--- src/rtl/fetch_unit.sv ---
// Instruction-fetch stage: owns the PC, the instruction-memory request handshake,
// a single-entry hold buffer and the IF/ID pipeline register.
module fetch_unit #(
    parameter logic [31:0] RESET_PC = 32'h0000_0000
) (
    input  logic        clk,
    input  logic        rst_n,
    input  logic [1:0]  pc_src,
    input  logic        if_flush,
    input  logic [31:0] jr_target,
    input  logic        stall_id,
    output logic        imem_req,
    output logic [31:0] imem_addr,
    input  logic        imem_ack,
    input  logic [31:0] imem_rdata,
    output logic [31:0] id_instr,
    output logic [31:0] id_pc4,
    output logic        id_valid,
    output logic        fetch_state
);

    typedef enum logic {
        FETCH = 1'b0,
        DROP  = 1'b1
    } state_t;

    state_t      state;
    logic [31:0] pc;
    logic [31:0] pc_plus4;
    logic [31:0] hold_instr;
    logic [31:0] hold_pc4;
    logic        hold_valid;
    logic [31:0] redir_q;
    logic        req_en;
    logic        transfer;
    logic        redirect;
    logic [31:0] target;

    // Handshake: imem_req is the valid, imem_ack the ready. A word moves only in a
    // cycle with both high; once raised, imem_req and imem_addr stay put until then.
    assign imem_req    = req_en & ~hold_valid;
    assign imem_addr   = pc;
    assign transfer    = imem_req & imem_ack;
    assign pc_plus4    = pc + 32'd4;
    assign redirect    = if_flush & id_valid & ~stall_id;
    assign fetch_state = state;

    always_comb begin
        target = id_pc4;
        case (pc_src)
            2'b00:   target = id_pc4;
            2'b01:   target = {id_pc4[31:28], id_instr[25:0], 2'b00};
            2'b10:   target = id_pc4 + {{14{id_instr[15]}}, id_instr[15:0], 2'b00};
            default: target = jr_target;
        endcase
    end

    always_ff @(posedge clk) begin
        if (!rst_n) begin
            state      <= FETCH;
            pc         <= RESET_PC;
            id_instr   <= 32'd0;
            id_pc4     <= 32'd0;
            id_valid   <= 1'b0;
            hold_instr <= 32'd0;
            hold_pc4   <= 32'd0;
            hold_valid <= 1'b0;
            redir_q    <= 32'd0;
            req_en     <= 1'b0;
        end else begin
            req_en <= 1'b1;
            case (state)
                FETCH: begin
                    if (redirect) begin
                        id_valid   <= 1'b0;
                        id_instr   <= 32'd0;
                        hold_valid <= 1'b0;
                        if (transfer || !imem_req) begin
                            pc <= target;
                        end else begin
                            // The pending fetch must complete before the PC may move.
                            redir_q <= target;
                            state   <= DROP;
                        end
                    end else if (transfer && !stall_id) begin
                        id_instr <= imem_rdata;
                        id_pc4   <= pc_plus4;
                        id_valid <= 1'b1;
                        pc       <= pc_plus4;
                    end else if (transfer) begin
                        hold_instr <= imem_rdata;
                        hold_pc4   <= pc_plus4;
                        hold_valid <= 1'b1;
                        pc         <= pc_plus4;
                    end else if (hold_valid && !stall_id) begin
                        id_instr   <= hold_instr;
                        id_pc4     <= hold_pc4;
                        id_valid   <= 1'b1;
                        hold_valid <= 1'b0;
                    end else if (!stall_id) begin
                        id_valid <= 1'b0;
                        id_instr <= 32'd0;
                    end
                end
                DROP: begin
                    if (transfer) begin
                        pc    <= redir_q;
                        state <= FETCH;
                    end
                end
                default: state <= FETCH;
            endcase
        end
    end

endmodule

--- config.mk ---
export PLATFORM = sky130hd
export DESIGN_NAME = fetch_unit
export DESIGN_NICKNAME = d
export VERILOG_FILES = /design/src/rtl/fetch_unit.sv
export SDC_FILE = /design/constraint.sdc
export NUM_CORES = 1
export LEC_CHECK = 0
export ABC_AREA = 0
export CAP_MARGIN = 20
export CORE_UTILIZATION = 25
export DETAILED_ROUTE_END_ITERATION = 10
export PLACE_DENSITY = 0.42
export SLEW_MARGIN = 20
export SYNTH_ARGS = -nofsm -noshare
export SYNTH_HDL_FRONTEND = slang
export SYNTH_SLANG_ARGS = --single-unit
--- constraint.sdc ---
create_clock -name clk -period 5.1 [get_ports clk]
set_input_delay 1.53 -clock clk [delete_from_list [all_inputs] [get_ports clk]]
set_output_delay 1.53 -clock clk [all_outputs]
set_load 0.1 [all_outputs]
# After elaboration in Yosys (flattened, before gate mapping)
# Cells that the tools add are included.
# classes
n_addsub	2
n_mux	29
n_reduce_logical	14
bitwise_logic	10
n_eq_ne	9
# ops
cell	n
two-way mux 32 bit	13
case mux 32 bit (3 select lines)	1
case mux 32 bit (2 select lines)	1
adder 32 x 3 -> 32 bit (second input constant)	1
adder 32 bit	1
two-way mux 1 bit	13
AND reduction 3 bit	4
AND reduction 4 bit	2
inverter 1 bit	6
AND 1 bit	4
!= test 2 x 1 -> 1 bit (second input constant)	2
!= test 4 x 1 -> 1 bit (second input constant)	1
!= test 4 bit (second input constant)	1
!= test 3 x 1 -> 1 bit (second input constant)	1
!= test 3 bit (second input constant)	1
nonzero test 3 bit	1
== test 2 x 1 -> 1 bit (second input constant)	1
== test 2 bit (second input constant)	1
logical AND 1 bit	2
zero test 1 bit	2
zero test 2 bit	1
!= test 2 bit (second input constant)	1
case mux 1 bit (2 select lines)	1
nonzero test 2 bit	1
logical OR 1 bit	1
# word_totals
word_cells	74
register_bits	196

# Logic depth before layout (Yosys ltp)
# Gate-level depths: netlist of run 1.
# logic_depth
depth_word	7
mapped_depth	12
depth_no_buf	12

# Worst setup path after synthesis of run 1
# Ideal clock, no wire load.
# synth_timing
kind	register to register
from	reg id_instr[15]
to	reg pc[25] (netlist: imem_addr[25])
setup_time_ps	118
setup_slack_ps	1449
t_arrival_ps	3533
stages_incl_launch_ff	13
path_buffers	1
t_required_ps	4982
path_cell_list	dfxtp_1 -> ha_1 -> buf_2 -> and3_1 -> and2_1 -> nand4_1 -> nand3b_1 -> a41oi_4 -> o211a_4 -> xnor2_1 -> mux4_2 -> o21ai_1 -> nand2_1
# synth_via
elab_chain_cells	5
# synth_lines
element	line_no	rtl
start, declared	16	output logic [31:0] id_instr,
start signal, assigned	86	id_instr <= imem_rdata;
start signal, assigned	96	id_instr <= hold_instr;
adder 32 bit	53	2'b10: target = id_pc4 + {{14{id_instr[15]}}, id_instr[15:0], 2'b00};
case mux 32 bit (3 select lines)	50	case (pc_src)
two-way mux 32 bit	78	if (transfer || !imem_req) begin
two-way mux 32 bit	74	if (redirect) begin
case mux 32 bit (2 select lines)	72	case (state)
end signal, assigned	79	pc <= target;
end signal, assigned	89	pc <= pc_plus4;
end signal, assigned	94	pc <= pc_plus4;
end, declared	28	logic [31:0] pc;
# Every way passes these cells. The select of a mux whose other input is x is not followed.
# A chain may end at the register's enable or synchronous reset.

# Worst setup path after layout of run 1
# layout_timing
from	reg hold_valid
to	out imem_req
# layout_via
elab_chain_cells	2
# layout_lines
element	line_no	rtl
start, declared	32	logic hold_valid;
start signal, assigned	67	hold_valid <= 1'b0;
start signal, assigned	77	hold_valid <= 1'b0;
start signal, assigned	93	hold_valid <= 1'b1;
inverter 1 bit	41	assign imem_req = req_en & ~hold_valid;
AND 1 bit	41	
end, declared	12	output logic imem_req,
# Every way passes these cells.

==> run summary, run 1 <==
Slew HR = 28.5%
share of the synthesized area in the top cell type = 37.3%
WP data required = 3.57 ns
Leakage = 4.64 nW
buffers added on ports = 169
WS Path Type = reg2out
slowest CP cell = clkdlybuf4s50_1
WL/cell = 19.7 um
Yosys reg bits = 196
failing checks = DRC
Mean Syn Cell Area = 7.88 um2
Max Freq = 255 MHz
worst setup path startpoint = hold_valid
hold_buf cts = 0
Worst-Margin Slew = 1.07 ns
post-cts gate resize count = 0
global-route wire length before repair = 60.1 mm
Crit path depth = 3
post-detail-place hpwl = 27.8 mm
placed cell area = 12,700 um2
asr flop ratio synth = 0%
Worst Setup EP = imem_req
final number of setup-violating endpoints = 0
syn_nets = 1,436
Final Critical Period = 3.92 ns
Max stage delay on crit path = 1.19 ns
CP delay by family, top = buffers and inverters
Worst setup EP type = primary output
antenna cells = 0
library cells used by synthesis = 68
Vias/cell = 4.98
critical path launch point type = flip-flop
Die X-Extent = 207 um
crit-path cells = nand2b_1 -> inv_1 -> clkdlybuf4s50_1
GPL Wtd Cong = 0.833
I/O pins = 170
CORE AREA = 41,200 um2
worst reg-to-reg path cell count = 11
Main synth FF type = dfxtp_1
clock slew at reported path FFs = 0.08 ns
Ys Warns = 0
overall power = 0.00341 W
vias in the first global route = 9,555
Hold Path Class = reg2reg
DRT Pass-1 Iters = 10
share of layout cells above drive strength 1 = 6.84%
clk_lat worst skew = 0.45 ns
antenna violations before repair = 3
unrepaired setup endpoints after global routing = no
All-Layer GR Usage = 18.4%
Final ANT Viol Nets = 0
count leader, synth = nor2_1
outcome = complete, but fails checks
Cells after Synth = 1,334
setup TNS = 0 ns
drt first-iter violations = 513
GRT overflow = 0
die height = 207 um
Fin Hold WS = 0.450 ns
Final Hold Violating Endpoints = 0
Nets = 1,551
Synth top cells by count = nor2_1, nand2_1, dfxtp_1
sum of buffers and inverters on the critical path = 2
FF-to-FF Start = id_instr[0]
fin. max-slew vios = 0
die area = 42,900 um2
RR Endpoint = imem_addr[28]
Synth area leaders = dfxtp_1, a21oi_1, nor2_1
Post-Synthesis Cell Area = 10,500 um2
maximum root-to-sink buffer count = 2
sequential area share after synthesis = 37.3%
Peak VDD IR = 0.217 mV
CTS root buffer = clkbuf_16
total CTS buffers = 17
maxcap violations = 0
Arr. time, crit path = 2.39 ns
post-synth top area cell = dfxtp_1
crit path max fanout = 7
pwr dens = 257 nW/um2
largest net degree at the start of global routing = 169
design area = 13,300 um2
DR vias = 9,934
routed wire length = 39.2 mm
CTS tree = done
Clock Skews = 0.0117 ns
fin util = 32.2%
Tcrit/Tclk final = 76.9%
setup bufs post-CTS = 0
H-tree Lvls = 4
Post-synth EDFFs = 0
drt drc = 9
sinks on the clock net = 196
initial core utilization = 25.5%
row count = 74
Fillers = 4,367
R2R Setup Slk = 1.52 ns
Area Overhead vs Synth = 26.0%
==> how the worst min path moves through the flow <==
stage	to	cells after the start	startpoint	slack, ns
2_1_floorplan	redir_q[8]	2	redir_q[8]	0.43
6_report	redir_q[8]	2	redir_q[8]	0.45
4_1_cts	redir_q[8]	2	redir_q[8]	0.45
5_1_grt	redir_q[9]	2	redir_q[9]	0.47
3_3_place_gp	redir_q[8]	2	redir_q[8]	0.43
3_5_place_dp	redir_q[8]	2	redir_q[8]	0.44
==> layout by cell type (no fill, tap or decap), drive strengths merged, types with 5 or more instances in the layout <==
cell	n
mux2i	8
clkdlybuf4s50	166
nor2b	6
o211ai	7
mux4	20
inv	35
or3	6
nand3	22
o21ai	38
xnor2	33
a21o	13
dfxtp	196
clkinv	10
a22o	5
a21oi	180
a22oi	34
buf	29
clkbuf	21
a221oi	22
nand4	13
nand2	198
nor2	214
xor2	19
a211oi	60
ha	30
and3	8
nor3	9
==> registers in the layout, indices dropped and copies added, names as in the netlist <==
register,flops
hold_instr,32
hold_pc4,32
id_instr,32
id_pc4,32
imem_addr,32
redir_q,32
fetch_state,1
hold_valid,1
id_valid,1
req_en,1
==> metrics by stage <==
stage / cells / setup slack [ns]
6_report: 1994 / 1.18
4_1_cts: 1994 / 1.15
3_5_place_dp: 1962 / 1.06
5_1_grt: 1994 / 1.09
2_1_floorplan: 1334 / 1.45
3_3_place_gp: 1962 / 1.12
==> power by group <==
part           leakage, nW  total (W)  switching, W  internal, W
clock network        0.283    0.00136      0.000673     0.000688
logic                 2.77   0.000454      0.000301     0.000153
registers             1.59    0.00159     0.0000321      0.00156
==> per-layer routing <==
metal	track usage, %	part of all wire [%]	up-vias
li1	-	-	4955
met1	24.4	46	4718
met5	0	0.059	-
met3	3.74	5.0	36
met2	30.0	46	221
met4	4.99	2.1	4
==> logic make-up after synthesis <==
| kind of cell | after synthesis | share of synthesized area (%) |
|---|---|---|
| flops | 196 | 37.3 |
| simple gates | 493 | 19.4 |
| fa+ha+maj | 31 | 3.76 |
| compound gates | 398 | 24.5 |
| buf+inv | 134 | 5.50 |
| xor+xnor | 52 | 4.33 |
| mux | 30 | 5.26 |
==> cell type report <==
type / count / area, um2 / share of cell area (%)
clock buffer: 21 / 480 / 3.63
sequential: 196 / 3920 / 29.6
timing repair buffer: 195 / 1910 / 14.4
inverter: 35 / 134 / 1.01
clock inverter: 11 / 98.8 / 0.746
tap: 532 / 666 / 5.02
multi-input combinational: 1004 / 6040 / 45.6
==> worst reg2reg max path: stages (launching register included) <==
cell,delay (ns)
dfxtp_1,0.34
ha_1,0.24
fa_1,0.41
a21o_1,0.19
a21oi_1,0.22
o21bai_1,0.19
a211o_1,0.45
a41o_1,0.36
a221o_1,0.35
o211ai_1,0.40
nand2_1,0.11
a22o_1,0.21
Power figures use the tool's default switching activity.
==> inputs of run 2 (changes only) <==
- clock period: 5.1 -> 3.95 ns (I/O delays scaled with it)
==> run 2 against run 1 <==
Non-clock buffer count rose by 21. Flip-flop and latch count is the same. Via count is 2.2% higher. The flow still finishes with violations (DRC). Final area is essentially flat. Clock skew grew 0.0078 ns. Die area stayed put.
==> run summary, run 2 (synthesis results as in run 1) <==
H-tree Lvls = 4
Die X-Extent = 207 um
Arr. time, crit path = 3.78 ns
Nets = 1,572
share of layout cells above drive strength 1 = 14.4%
WP data required = 4.35 ns
RR Endpoint = redir_q[24]
setup bufs post-CTS = 0
setup TNS = 0 ns
unrepaired setup endpoints after global routing = no
Leakage = 4.96 nW
maximum root-to-sink buffer count = 2
fin. max-slew vios = 0
vias in the first global route = 9,903
worst hold path startpoint = redir_q[27]
initial core utilization = 25.5%
R2R Setup Slk = 0.57 ns
M1 wire length = 20.2 mm
die height = 207 um
routed wl met2 = 18.9 mm
commonest cells after routing, fill and taps aside = nor2_1, nand2_1, dfxtp_1
routed wire length = 41.6 mm
CTS tree = done
CP delay by family, top = compound AO/OA/AOI/OAI gates
clk_lat worst skew = 0.46 ns
Slew HR = 35.0%
antenna violations before repair = 2
buffers added on ports = 169
Max Freq = 296 MHz
hold_buf cts = 0
crit path max fanout = 5
WS Path Type = reg2reg
Peak VDD IR = 0.286 mV
pwr dens = 346 nW/um2
outcome = complete, but fails checks
post-detail-place hpwl = 30.1 mm
Placed Cells = 1,983
CORE AREA = 41,200 um2
sequential cell area = 3920 um2
total CTS buffers = 17
Fillers = 4,402
Hold Path Class = reg2reg
worst reg-to-reg path cell count = 12
Final Hold Violating Endpoints = 0
non-filler cells in the finished layout = 2,015
CTS root buffer = clkbuf_16
highest metal used = met5
GPL Wtd Cong = 0.896
Tcrit/Tclk final = 85.6%
row count = 74
drt drc = 5
WL/cell = 20.7 um
Multi-input gate area = 6040 um2
DR vias = 10,200
DR WL met3 = 1.67 mm
critical path launch point type = flip-flop
Area Overhead vs Synth = 26.1%
Worst setup EP type = flip-flop
drt first-iter violations = 575
Final Critical Period = 3.38 ns
sinks on the clock net = 196
largest net degree at the start of global routing = 92
Final ANT Viol Nets = 0
Vias/cell = 5.04
slowest CP cell = a211o_1
GRT overflow = 0
failing checks = DRC
sum of buffers and inverters on the critical path = 0
final number of setup-violating endpoints = 0
Hold Path Sink = redir_q[27]
crit-path cells = ha_1 -> fa_1 -> a21o_1 -> a21oi_1 -> o21bai_1 -> a211o_1 -> a41o_1 -> a41oi_1 -> xnor2_1 -> o221ai_1 -> mux2_2 -> nor2_1
clock slew at reported path FFs = 0.08 ns
hold path depth = 2
antenna cells = 0
commonest non-fill, non-tap cell in the layout = nor2_1
global-route wire length before repair = 63.2 mm
post-cts gate resize count = 0
die area = 42,900 um2
Max stage delay on crit path = 0.44 ns
DRT Pass-1 Iters = 10
fin util = 32.2%
I/O pins = 170
FF-to-FF Start = id_instr[0]
Clock Skews = 0.0196 ns
All-Layer GR Usage = 19.4%
maxcap violations = 0
Worst-Margin Slew = 0.972 ns
-- run 2: cell types whose count changed in the layout (fill, tap and decap cells not counted), sizes merged --
cell | previous run | this run
buf | 29 | 143
bufinv | 0 | 3
clkbuf | 21 | 20
clkdlybuf4s50 | 166 | 73
clkinv | 10 | 2
clkinvlp | 1 | 4
inv | 35 | 38
-- run 2: layout make-up --
| cell class | instances | share of cell area, % |
|---|---|---|
| well taps | 532 | 5.02 |
| inverters | 35 | 1.01 |
| repair buffers | 216 | 14.1 |
| clock inverters | 12 | 1.27 |
| multi-input cells | 1004 | 45.5 |
| clock buffers | 20 | 3.44 |
| flip-flops and latches | 196 | 29.6 |
-- run 2: worst max path at each step --
stage / startpoint / end / cells past startpoint
detailed placement: stall_id / imem_addr[29] / 9
global route: id_instr[15] / redir_q[31] / 11
CTS: id_instr[0] / redir_q[24] / 12
finish: id_instr[0] / redir_q[24] / 12
floorplan: id_instr[15] / imem_addr[25] / 12
global placement: id_instr[0] / imem_addr[28] / 11
-- run 2: report_power, final --
part	switching, W	internal (W)	leakage [nW]
combinational	0.000403	0.000203	3.08
clock	0.000875	0.00105	0.293
sequential	0.0000403	0.00202	1.59
total	0.00132	0.00327	4.96
-- run 2: tightest hold or removal path, cell delays in order, from the launching register on --
cell and delay (ns):
dfxtp_1 0.31, nand2_1 0.05, a21oi_1 0.05
-- run 2: per-layer routing --
metal / global-route usage (%) / vias up
met5: 0 / -
li1: - / 4994
met1: 26.8 / 4918
met2: 30.7 / 207
met3: 3.27 / 36
met4: 6.00 / 2
-- run 2: through the flow --
step                      setup slack, ns  cell area, um2  hold WS, ns  total power [W]
after floorplan                     0.299           10500        0.429          0.00247
after global placement              0.602           12600        0.436          0.00271
after detailed placement            0.494           12600        0.445          0.00272
after CTS                           0.540           13300        0.455          0.00466
after global routing                0.354           13300        0.473          0.00476
final                               0.567           13300        0.454          0.00458
==> inputs of run 3 (changes only) <==
- CTS_BUF_LIST: unset -> sky130_fd_sc_hd__clkbuf_8
- PLACE_DENSITY: 0.42 -> unset
- SKIP_CTS_REPAIR_TIMING: unset -> 1
==> run 3 against run 2 <==
The flow still finishes with violations (DRC). Die area stayed put. Combinational power is 3% lower. Final area is 2.4% lower.
==> run summary, run 3 (synthesis results as in run 1) <==
outcome = complete, but fails checks
DR vias = 10,400
Hold Path Class = reg2reg
sinks on the clock net = 196
Final Critical Period = 3.51 ns
DRT Pass-1 Iters = 8
crit-path cells = ha_1 -> and3_1 -> and2_1 -> nand4_1 -> nand3b_1 -> a41oi_4 -> o311ai_0 -> a21oi_1 -> xnor2_1 -> mux2i_1 -> a211oi_1
Arr. time, crit path = 3.84 ns
slowest CP cell = ha_1
drt drc = 9
All-Layer GR Usage = 18.2%
Peak VDD IR = 0.265 mV
commonest cells after routing, fill and taps aside = nor2_1, nand2_1, dfxtp_1
WP data required = 4.29 ns
CTS root buffer = clkbuf_8
die area = 42,900 um2
Hold Path Sink = redir_q[9]
H-tree Lvls = 4
WL/cell = 19.6 um
initial core utilization = 25.5%
setup TNS = 0 ns
clk_lat worst skew = 0.49 ns
buffers added on ports = 169
Max Freq = 285 MHz
WS Path Type = reg2reg
CP delay by family, top = simple AND/OR/NAND/NOR gates
placed cell area = 12,500 um2
FF-to-FF Start = id_instr[15]
Fillers = 4,352
post-detail-place hpwl = 28.9 mm
unrepaired setup endpoints after global routing = no
Die X-Extent = 207 um
Max stage delay on crit path = 0.50 ns
failing checks = DRC
clock slew at reported path FFs = 0.11 ns
Worst-Margin Slew = 0.968 ns
commonest non-fill, non-tap cell in the layout = nor2_1
Fin Hold WS = 0.459 ns
design area = 12,900 um2
sum of buffers and inverters on the critical path = 0
pwr dens = 308 nW/um2
sequential cell area = 3920 um2
final number of setup-violating endpoints = 0
maxcap violations = 0
worst hold path startpoint = redir_q[9]
die height = 207 um
Final ANT Viol Nets = 0
vias in the first global route = 9,796
CORE AREA = 41,200 um2
critical path launch point type = flip-flop
I/O pins = 170
row count = 74
Multi-input gate area = 6040 um2
total CTS buffers = 17
Vias/cell = 5.16
GRT overflow = 0
antenna cells = 0
Tcrit/Tclk final = 88.8%
setup slack at placement = 0.427 ns
Nets = 1,565
Slew HR = 35.3%
Worst setup EP type = flip-flop
crit path max fanout = 9
drt first-iter violations = 821
RR Endpoint = redir_q[31]
fin. max-slew vios = 0
maximum root-to-sink buffer count = 2
global-route wire length before repair = 60.2 mm
Leakage = 4.81 nW
Area Overhead vs Synth = 23.0%
worst reg-to-reg path cell count = 11
routed wire length = 39.4 mm
GPL Wtd Cong = 0.909
hold path depth = 2
share of layout cells above drive strength 1 = 14.0%
CTS tree = done
largest net degree at the start of global routing = 169
R2R Setup Slk = 0.44 ns
Final Hold Violating Endpoints = 0
antenna violations before repair = 5
setup ws final = 0.444 ns
Clock Skews = 0.0238 ns
[run 3: cell types whose count changed in the layout (fill, tap and decap cells not counted), sizes merged]
| cell | delta |
|---|---|
| bufinv | -2 |
| buf | -7 |
| clkbuf | -2 |
| inv | +1 |
| clkinv | +3 |
[run 3: worst max-delay path by stage]
| stage | endpoint | slack, ns | cells past startpoint | start |
|---|---|---|---|---|
| CTS | redir_q[31] | 0.50 | 11 | id_instr[15] |
| finish | redir_q[31] | 0.44 | 11 | id_instr[15] |
| global route | redir_q[31] | 0.23 | 11 | id_instr[15] |
| detailed placement | imem_addr[26] | 0.43 | 7 | imem_ack |
| floorplan | imem_addr[25] | 0.30 | 12 | id_instr[15] |
| global placement | imem_addr[18] | 0.55 | 7 | imem_ack |
[run 3: stage by stage]
step	cells	utilization, %	total power (W)
5_1_grt	2008	31.4	0.00415
3_3_place_gp	1976	30.4	0.00269
2_1_floorplan	1334	-	0.00247
6_report	2008	31.4	0.00398
3_5_place_dp	1976	30.4	0.00269
4_1_cts	2008	31.4	0.00403
[run 3: worst min-delay path, delay by kind of cell (launching register included)]
kind	cells	cell delay, ns
DFF	1	0.32
and+or+nand+nor	1	0.05
AOI/OAI and AO/OA	1	0.05
[run 3: final cells by class]
cell class	instances	share of cell area, %
Clock buffer	18	1.91
Clock inverter	14	1.11
Inverter	35	1.03
Multi-Input combinational cell	1004	46.7
Sequential cell	196	30.3
Tap cell	532	5.15
Timing Repair Buffer	209	13.8
[run 3: power by group]
part,internal [W],switching [W]
combinational,0.000195,0.000394
sequential,0.00202,0.0000400
clock,0.000534,0.000801
total,0.00275,0.00124
[run 3: metal layers]
metal / global-route usage (%) / share of wire [%]
met1: 24.2 / 45
met2: 28.9 / 45
met3: 4.47 / 7.5
met4: 5.30 / 2.4
met5: 0 / 0.12
==> RTL edit 1, RTL diff (settings of run 3) <==
Reset style: asynchronous (`rst_n`), changed in one clocked block.
--- a/src/rtl/fetch_unit.sv
+++ b/src/rtl/fetch_unit.sv
@@ -55,7 +55,7 @@
         endcase
     end
 
-    always_ff @(posedge clk) begin
+    always_ff @(posedge clk or negedge rst_n) begin
         if (!rst_n) begin
             state      <= FETCH;
             pc         <= RESET_PC;
Behaviour: differs if rst_n is asserted again (counterexample within 4 cycles, from zero or initial values and one cycle with rst_n low); with rst_n held inactive, the same outputs for 4 cycles.
==> RTL edit 1 against run 3 <==
- design area up 6.2%
- worst setup slack better by 0.23 ns
- count of clock-buffer cells in the layout unchanged
- fmax up 7.0%
- die area up 6.4%
- non-clock buffer count down 12
- first-iteration DRC count down 7.7%
- routed wire length down 1.5%
- synthesized area up 6.5%
- sequential cell count unchanged
- critical endpoint is now redir_q[29]
Power is not compared: it rests on default switching activity, and its combinational part moved more than twofold at a synthesized area within 25%.
==> RTL edit 1: results (changes against run 3) <==
Worst setup path:
- The worst register-to-register path ends at redir_q[29].
- The data arrival at the endpoint of the critical path was 3.66 ns (-0.18 ns).
- The family with the most delay on the worst path is compound AO/OA/AOI/OAI gates.
- The register-to-register setup slack was 0.67 ns (+0.23 ns).
- The maximum fanout along the worst path is 12 (+3).
- The stage delay of the slowest cell on the critical path was 0.71 ns (+0.21 ns).

Yosys:
- In the post-synthesis netlist, the biggest area contributors are sky130_fd_sc_hd__dfrtp_1 44%, sky130_fd_sc_hd__nand2_1 7.5%, sky130_fd_sc_hd__o21ai_0 6.2%.
- The proportion of register bits with asynchronous set or reset after synthesis is 100% (+100 points).
- The sequential fraction of the synthesis area is 43.8% (+6.5 points).
- The post-synth net total is 1336 (-7.0%).

Cells and area:
- The fraction of area in clock buffers and inverters is 2.87% (-0.16 points).
- The buffer count excluding the clock tree in the final layout came to 197 (-5.7%).
- The final cell count without fillers is 1975 (-1.6%).
- The proportion of cell area occupied by multi-input gates is 43.3% (-3.4 points).
- The register area is 4900 um2 (+25%).
- The final-layout non-clock buffer area share is 12.3% (-1.5 points).
- The final non-filler cell area is 13700 um2 (+6.2%).

Outcome:
- The flow ran to the end, and the final reports show no timing, DRC or antenna violations.

Place:
- The final HPWL from detailed placement was 29300 um (+1.5%).
- The instance area at placement is 13300 um2 (+6.4%).

Timing:
- The measured slew at the worst slew-check pin is 0.982 ns (+0.0142 ns).
- The peak clock frequency supported by timing is 305 MHz (+7.0%).

GRT:
- The total global routing track utilization is 17.4% (-0.76 points).
- The largest net degree at the start of global routing is 89 (-47%).
- The met3 demand-to-capacity share in global routing is 3.53% (-0.94 points).

Worst hold path:
- In this run the most critical hold path is launched from redir_q[12].
- For hold timing, the worst endpoint is redir_q[12].

Route:
- The met2 layer wire length in the routed design is 17300 um (-2.9%).
- The routed metal-1 wire length came to 18700 um (+6.1%).
- The starting DRC count in detailed routing was 758 (-7.7%).
- The iteration count of the initial detailed-routing pass is 5 (-3).
RTL edit 1: cell types whose count changed in the layout (fill, tap and decap cells not counted), moves of 11 or more:
| cell | run 3 | this run |
|---|---|---|
| sky130_fd_sc_hd__o21ai_0 | 34 | 138 |
| sky130_fd_sc_hd__a221oi_1 | 22 | 4 |
| sky130_fd_sc_hd__nand2_1 | 198 | 223 |
| sky130_fd_sc_hd__buf_4 | 131 | 120 |
| sky130_fd_sc_hd__inv_1 | 33 | 16 |
| sky130_fd_sc_hd__a21oi_1 | 179 | 84 |
| sky130_fd_sc_hd__dfxtp_1 | 196 | 0 |
| sky130_fd_sc_hd__dfrtp_1 | 0 | 196 |
| sky130_fd_sc_hd__mux2_2 | 2 | 42 |
| sky130_fd_sc_hd__mux2i_1 | 8 | 32 |
| sky130_fd_sc_hd__a211oi_1 | 60 | 12 |
| sky130_fd_sc_hd__o21a_1 | 0 | 13 |
| sky130_fd_sc_hd__nor2_1 | 213 | 92 |
==> RTL edit 2, RTL diff (flow settings as in run 3) <==
Without the edit above. Add an input register stage for `jr_target`, with the module's reset; this delays it by one clock. The other inputs are not delayed to match.
--- a/src/rtl/fetch_unit.sv
+++ b/src/rtl/fetch_unit.sv
@@ -23,6 +23,16 @@
         FETCH = 1'b0,
         DROP  = 1'b1
     } state_t;
+
+    logic [31:0] jr_target_q;
+
+    always_ff @(posedge clk) begin
+        if (!rst_n) begin
+            jr_target_q <= '0;
+        end else begin
+            jr_target_q <= jr_target;
+        end
+    end
 
     state_t      state;
     logic [31:0] pc;
@@ -51,7 +61,7 @@
             2'b00:   target = id_pc4;
             2'b01:   target = {id_pc4[31:28], id_instr[25:0], 2'b00};
             2'b10:   target = id_pc4 + {{14{id_instr[15]}}, id_instr[15:0], 2'b00};
-            default: target = jr_target;
+            default: target = jr_target_q;
         endcase
     end
 
Function: changed (Yosys sat finds a counterexample within 4 cycles, from zero or initial values and one cycle with rst_n low).
==> RTL edit 2 against run 3 <==
- routed wire length rose by 4.9%
- total power up 37%
- worst setup slack gained 0.15 ns
- design area grew 15%
- non-clock buffer count increased by 10
- synthesized area is 12% higher
- sequential power up 17%
- sequential share of layout area is 0.44 points higher
- highest routed layer is now met4
- critical path depth is the same
- fmax is 4.5% higher
- sequential cell count is 32 higher
- core utilization rose by 0.53 points
- first-iteration DRC count fell by 3.8%
- synthesized cell count increased by 7.7%
==> RTL edit 2: results (changes against run 3) <==
Route:
- The iteration count of the initial detailed-routing pass is 4 (-4).
- The routed wirelength normalized by instance count came to 18.5 um (-5.8%).
- The starting DRC count in detailed routing is 790 (-3.8%).
- The routed metal-1 wire length is 18700 um (+5.9%).
- The via count was 11200 (+7.8%).

Outcome:
- The flow ran to the end, and the final reports show no timing, DRC or antenna violations.

Clocking:
- The clock latency of the later-clocked register in the worst-skew pair is 0.57 ns (+0.08 ns).
- The clock-pin slew reported for the worst setup and hold paths after clock tree synthesis is 0.07 ns (-0.04 ns).
- The number of buffers created by CTS is 41 (+24).
- The number of buffers on the longest clock path is 3 (+1).

Cells and area:
- The non-clock inverter total of the final layout came to 30 (-14%).
- The number of clock buffers in the layout is 55 (+37).
- The final-layout non-clock buffer area share is 12.6% (-1.2 points).
- The fraction of area in clock buffers and inverters is 6.01% (+3.0 points).
- The number of filler cells placed in the layout was 4883 (+12%).
- The buffer count excluding the clock tree in the final layout is 219 (+4.8%).
- The fraction of layout instances using a drive strength above 1 came to 15.2% (+1.2 points).
- The total number of nets in the final design is 1701 (+8.7%).
- The multi-input combinational gate total was 1079 (+7.5%).

Worst setup path:
- The data arrival at the endpoint of the critical path was 3.78 ns (-0.06 ns).
- The maximum fanout along the worst path is 4 (-5).
- The register-to-register setup slack is 0.59 ns (+0.15 ns).

Place:
- The pre-CTS setup slack came to 0.583 ns (+0.156 ns).

Timing:
- The final worst clock skew is 0.0258 ns (+0.00197 ns).
- The clock period minus worst slack is 3.36 ns (-0.150 ns).
- The max-slew headroom at the worst pin was 34.4% (-0.93 points).

GRT:
- The met2 track utilization from global routing is 26.2% (-2.7 points).
- The met3 demand-to-capacity share in global routing is 3.69% (-0.78 points).
- The wire length of the first global-routing pass is 63300 um (+5.1%).
- The global routing met1 resource utilization is 22.7% (-1.5 points).
- The total global routing track utilization is 17.0% (-1.2 points).

Yosys:
- The post-synth net total came to 1539 (+7.2%).
- The complex-gate fraction of the synthesized area was 24.7% (+0.22 points).
- The post-synthesis adder-cell area fraction is 3.37% (-0.39 points).
- The multiplexer area fraction after synthesis was 3.42% (-1.8 points).
- Ranked by total cell area, the synthesized netlist is headed by sky130_fd_sc_hd__dfxtp_1 39%, sky130_fd_sc_hd__nand2_1 7.6%, sky130_fd_sc_hd__a21oi_1 5.2%.
- The sequential fraction of the synthesis area is 38.9% (+1.6 points).

Pwr:
- The maximum vdd ir drop came to 0.174 mV (-34%).

Worst hold path:
- The launch point of the worst hold path is hold_instr[5].
## RTL edit 2: cell types whose count changed in the layout (fill, tap and decap cells not counted), moves of 8 or more
cell | before | now
sky130_fd_sc_hd__nor2_1 | 213 | 114
sky130_fd_sc_hd__a221oi_1 | 22 | 13
sky130_fd_sc_hd__xnor2_1 | 33 | 19
sky130_fd_sc_hd__o211ai_1 | 7 | 17
sky130_fd_sc_hd__and2_1 | 4 | 72
sky130_fd_sc_hd__xor2_1 | 19 | 27
sky130_fd_sc_hd__dfxtp_1 | 196 | 228
sky130_fd_sc_hd__clkbuf_8 | 18 | 55
sky130_fd_sc_hd__o21ai_0 | 34 | 74
sky130_fd_sc_hd__buf_4 | 131 | 141
sky130_fd_sc_hd__a21oi_1 | 179 | 121
sky130_fd_sc_hd__nand2_1 | 198 | 238
sky130_fd_sc_hd__a21boi_0 | 0 | 22
sky130_fd_sc_hd__nor2b_1 | 5 | 39
## RTL edit 2: critical path: stages (launching register included)
cell                       delay [ns]
sky130_fd_sc_hd__dfxtp_1         0.39
sky130_fd_sc_hd__ha_1            0.25
sky130_fd_sc_hd__fa_1            0.26
sky130_fd_sc_hd__a211oi_1        0.11
sky130_fd_sc_hd__o21a_1          0.26
sky130_fd_sc_hd__or4_4           0.58
sky130_fd_sc_hd__a21oi_1         0.22
sky130_fd_sc_hd__o21bai_1        0.11
sky130_fd_sc_hd__a21oi_1         0.22
sky130_fd_sc_hd__xor2_1          0.09
sky130_fd_sc_hd__o21ai_0         0.53
sky130_fd_sc_hd__a31oi_1         0.17
## RTL edit 2: through the flow
step	cells	utilization (%)	area [um2]
floorplan	1437	-	11700
global placement	2163	30.0	13900
detailed placement	2163	30.0	13900
CTS	2236	31.9	14800
global route	2236	31.9	14800
finish	2236	31.9	14800
